File: src/rtl/tick_sequencer.sv
// Turns one input tick into NUM_PHASES delayed one-cycle phase ticks, with watchdog, overrun flag and sequence counter.
// Optional build macro TICK_SEQ_FREERUN_EN: a watchdog timeout starts a synthetic sequence.
module tick_sequencer #(
    parameter int NUM_PHASES     = 4,
    parameter int CNT_WIDTH      = 9,
    parameter int TIMEOUT_CYCLES = 1024,
    parameter int TS_WIDTH       = 32
) (
    input  logic                            clk_i,
    input  logic                            reset_ni,
    input  logic                            enable_i,
    input  logic                            tick_i,
    input  logic [NUM_PHASES*CNT_WIDTH-1:0] delay_i,
    input  logic                            clear_i,
    output logic [NUM_PHASES-1:0]           tick_o,
    output logic                            busy_o,
    output logic [TS_WIDTH-1:0]             count_o,
    output logic                            missed_o,
    output logic                            overrun_o
);

    localparam int WD_W = (TIMEOUT_CYCLES > 1) ? $clog2(TIMEOUT_CYCLES) : 1;

    typedef enum logic {IDLE, RUN} state_t;

    state_t                                 state_q, state_d;
    logic [CNT_WIDTH-1:0]                   cnt_q, cnt_d;
    logic [CNT_WIDTH-1:0]                   max_q, max_d;
    logic [NUM_PHASES-1:0][CNT_WIDTH-1:0]   dly_q, dly_d;
    logic [NUM_PHASES-1:0]                  tick_q, tick_d;
    logic [TS_WIDTH-1:0]                    count_q, count_d;
    logic [WD_W-1:0]                        wd_q, wd_d;
    logic                                   missed_q, missed_d;
    logic                                   ovr_q, ovr_d;
    logic                                   start;
    logic                                   last;
    logic [CNT_WIDTH-1:0]                   field;

    always_ff @(posedge clk_i or negedge reset_ni) begin
        if (!reset_ni) begin
            state_q  <= IDLE;
            cnt_q    <= '0;
            max_q    <= '0;
            dly_q    <= '0;
            tick_q   <= '0;
            count_q  <= '0;
            wd_q     <= '0;
            missed_q <= 1'b0;
            ovr_q    <= 1'b0;
        end else begin
            state_q  <= state_d;
            cnt_q    <= cnt_d;
            max_q    <= max_d;
            dly_q    <= dly_d;
            tick_q   <= tick_d;
            count_q  <= count_d;
            wd_q     <= wd_d;
            missed_q <= missed_d;
            ovr_q    <= ovr_d;
        end
    end

    always_comb begin
        state_d = state_q;
        cnt_d   = cnt_q;
        max_d   = max_q;
        dly_d   = dly_q;
        tick_d  = '0;
        count_d = count_q;
        ovr_d   = ovr_q;
        field   = '0;
        last    = (state_q == RUN) && (cnt_q == max_q);
`ifdef TICK_SEQ_FREERUN_EN
        start   = enable_i && (tick_i || missed_q);
`else
        start   = enable_i && tick_i;
`endif

        // missed_q is registered from wd_d so it is high in the same cycle wd_q hits the limit
        if (!enable_i || tick_i || (wd_q == WD_W'(TIMEOUT_CYCLES - 1)))
            wd_d = '0;
        else
            wd_d = wd_q + 1'b1;
        missed_d = (wd_d == WD_W'(TIMEOUT_CYCLES - 1));

        if (!enable_i) begin
            state_d = IDLE;
        end else if (start) begin
            state_d = RUN;
            cnt_d   = CNT_WIDTH'(1);
            max_d   = '0;
            for (int k = 0; k < NUM_PHASES; k++) begin
                field = delay_i[k*CNT_WIDTH +: CNT_WIDTH];
                if (field == '0)
                    field = CNT_WIDTH'(1);
                dly_d[k]  = field;
                tick_d[k] = (field == CNT_WIDTH'(1));
                if (field > max_d)
                    max_d = field;
            end
            // a tick landing on the final phase cycle still completes the old sequence
            if (last)
                count_d = count_q + 1'b1;
        end else if (state_q == RUN) begin
            if (last) begin
                state_d = IDLE;
                count_d = count_q + 1'b1;
            end else begin
                cnt_d = cnt_q + 1'b1;
                for (int k = 0; k < NUM_PHASES; k++)
                    tick_d[k] = (cnt_d == dly_q[k]);
            end
        end

        if (start && (state_q == RUN))
            ovr_d = 1'b1;
        else if (clear_i)
            ovr_d = 1'b0;
    end

    assign tick_o    = tick_q;
    assign busy_o    = (state_q == RUN);
    assign count_o   = count_q;
    assign missed_o  = missed_q;
    assign overrun_o = ovr_q;

endmodule
File: config.mk
export PLATFORM = sky130hd
export DESIGN_NAME = tick_sequencer
export DESIGN_NICKNAME = d
export VERILOG_FILES = /design/src/rtl/tick_sequencer.sv
export SDC_FILE = /design/constraint.sdc
export NUM_CORES = 1
export LEC_CHECK = 0
export ABC_AREA = 1
export BUFFER_PORTS_ARGS = -buffer_cell sky130_fd_sc_hd__buf_2
export CAP_MARGIN = 20
export CORE_MARGIN = 2
export CORE_UTILIZATION = 50
export CTS_CLUSTER_SIZE = 24
export DETAILED_ROUTE_END_ITERATION = 10
export HOLD_SLACK_MARGIN = 0.05
export PLACE_DENSITY = 0.7
export SLEW_MARGIN = 20
export SYNTH_ARGS = -nofsm -noshare
export SYNTH_HDL_FRONTEND = slang
export SYNTH_SLANG_ARGS = --single-unit
File: constraint.sdc
create_clock -name clk_i -period 1.77 [get_ports clk_i]
set_input_delay 0.354 -clock clk_i [delete_from_list [all_inputs] [get_ports clk_i]]
set_output_delay 0.354 -clock clk_i [all_outputs]
set_load 0.05 [all_outputs]
==> run metrics <==
power share of the clock group 24.5%; Num CTS Buffers 9; share of cells above drive strength 1 36.4%; #FFs+latches synth 103; initial antenna violation count 0; Slew Viols, Final 0; wire per inst 16.3 um; Chip Height 122 um; clock buffer depth 2; row cnt 42; number of global-route vias before repair 6655; Gate Count Post-Synth 972; Post-DP HPWL 15500 um; final WL 22300 um; Initial Utilization 51.7%; Worst Setup End Kind register; Final setup viols 15; Yosys Warn Count 0; Post-Syn Area 6920 sq um; Worst Slack Setup Final -2.32 ns; RSZ-0062 raised after global routing yes; H-Tree Depth 3; first-pass GRT wire length 32500 um; Tcrit/Tclk final 231%; TritonCTS clock tree done; via count 7351; largest net degree at the start of global routing 72; status finished, violations left; Max transition margin 72.3%; CP Launch Type primary input; combinational share of power 39.2%; Root Driver clkbuf_16; Crit path largest cell delay 0.33 ns; Synth Flop Type dfrtp_1; PortBufs 79; Required @ worst endpoint 2.02 ns; fin nets 1257; Yosys top cell area share 37.2%; critical path arrival 4.34 ns; register area share after synthesis 37.2%; GR Layer Usage met1 37.5%; setup TNS -20.62 ns; GR met2 Demand/Resource 46.7%; Fin. Hold Viols 0; final non-filler cell total 1367; full die area 14800 sq um; post-synth top area cell dfrtp_1; GRT busiest layer met2; Sw Ratio 37.4%; gr ovfl total 0; Syn-to-layout area delta 43.6%; Max IR drop VDD 0.558 mV; critical path fanouts, max 8; Clock transition at path regs 0.07 ns; die width 122 um; Crit path top cell by count nand2_1; P_sw 2970 uW; Avg Cell Area, Syn 7.12 sq um; GR Util met3 3.42%; failing checks negative setup slack; Cell variety after synth 40; Final min period 4.09 ns; final hold slack 0.206 ns; clock sinks 103; all-layer global routing usage 28.1%; dpl ws -2.49 ns; flop2flop setup slack -0.03 ns; power density over the cells 800 nW/um^2; leak pwr 0.00504 uW; gpl congestion 0.971; hold crit path type in -> reg; asr flop ratio synth 100%; Internal 4980 uW; TritonRoute pass-1 iters 5; overall power 7950 uW; Via density 5.38; initial DRC count 755; Antenna Cells 0; Worst Tran Pin Value 0.416 ns; critical path's slowest cell nor4b_4; IO Count 80; Seq pwr share 36.3%; antenna-violating nets left 0; Max Freq 244 MHz; DR DRC count 0; max_cap viols 0; largest cells by area after synthesis dfrtp_1 37%, nand2_1 17%, inv_1 5.6%; syn nets 1043; core area 13400 sq um; CP Class in -> reg; DP Cell Count 1313; clock skew 0.0110 ns; later-pin clock latency in the skew report 0.36 ns; Post-synth EDFFs 0
[final timing paths]
check | from | to | depth (start not counted)
min in group asynchronous | reset_ni | count_o[1]$_DFFE_PN0P_ | 2
worst min register to register | wd_q[0]$_DFF_PN0_ | wd_q[0]$_DFF_PN0_ | 1
worst min-delay path | clear_i | overrun_o$_DFFE_PN0P_ | 2
max in group asynchronous | reset_ni | cnt_q[5]$_DFFE_PN0P_ | 3
worst max-delay path | delay_i[6] | max_q[6]$_DFFE_PN0P_ | 29
worst max register to register | cnt_q[4]$_DFFE_PN0P_ | tick_o[3]$_DFF_PN0_ | 10
[logic make-up after synthesis]
kind of cell	synth area share [%]
DFF	37.2
and+or+nand+nor	36.0
xor gates and xnor gates	5.82
AOI/OAI and AO/OA	7.12
adders and majority gates	5.42
buffers and inverters	8.42
[power by group through the flow]
stage	clock network, uW	logic [uW]	registers [uW]
6_report	1950	3120	2890
5_1_grt	2060	3390	2930
4_1_cts	1960	2490	2870
3_5_place_dp	0	2380	2910
3_3_place_gp	0	2340	2890
2_1_floorplan	0	1270	3160
[per-stage QoR]
step,cell area [sq um],util [%]
4_1_cts,8860,66.1
5_1_grt,9940,74.2
2_1_floorplan,6980,-
3_5_place_dp,8440,63.0
6_report,9940,74.2
3_3_place_gp,8440,63.0
[what timing repair did]
action / CTS / global route
cloned: 3 / 2
buffers inserted: 1 / 31
resized for setup: 28 / 183
pin swaps: 11 / 86
hold buffers: 1 / 0
hold endpoints to repair: 23 / 0
setup endpoints to repair: 17 / 50
[cell usage after synthesis, types with 3 or more instances]
cell,n
a21oi_1,18
and2_1,8
buf_4,4
clkbuf_1,32
dfrtp_1,103
ha_1,30
inv_1,104
nand2_1,313
nand2_2,4
nand2_4,3
nand3_1,60
nand3b_1,13
nand4_1,27
nor2_1,75
nor2_4,4
nor3_1,28
nor4_1,4
o21a_1,3
o21ai_0,55
o21ai_1,8
o22ai_1,3
or2_2,4
xnor2_1,18
xor2_1,28
[worst max-delay path, delay by kind of cell]
family,cells,cell delay (ns)
buf+inv,5,0.52
simple gates,21,2.67
fa+ha+maj,3,0.81
[registers in the layout (all words and copies together) (netlist names)]
| signal | cells |
|---|---|
| dly_q | 36 |
| count_o | 32 |
| wd_q | 10 |
| cnt_q | 9 |
| max_q | 9 |
| tick_o | 4 |
| busy_o | 1 |
| missed_o | 1 |
| overrun_o | 1 |
[cells in the final DEF (no fill, tap or decap), types with 16 or more instances in the layout]
cell	instances
nand2_1	271
buf_4	141
dfrtp_1	93
inv_1	88
buf_2	74
nor2_1	62
o21ai_0	43
nand3_1	36
nand4_1	27
xor2_1	27
nand2_2	25
nand2_4	25
nor3_1	23
a21oi_1	16
[layer usage]
metal,routed length [um],vias to the layer above
li1,-,3543
met1,9430,3447
met2,10900,288
met3,1110,73
met4,807,0
met5,0,-
[layout make-up]
cell class / count / area, sq um
Clock buffer: 13 / 270
Clock inverter: 3 / 17.5
Fill cell: 1009 / 3460
Inverter: 106 / 423
Multi-Input combinational cell: 726 / 4620
Sequential cell: 103 / 2590
Tap cell: 176 / 220
Timing Repair Buffer: 240 / 1800
No activity file was read; power rests on OpenSTA's default activity.
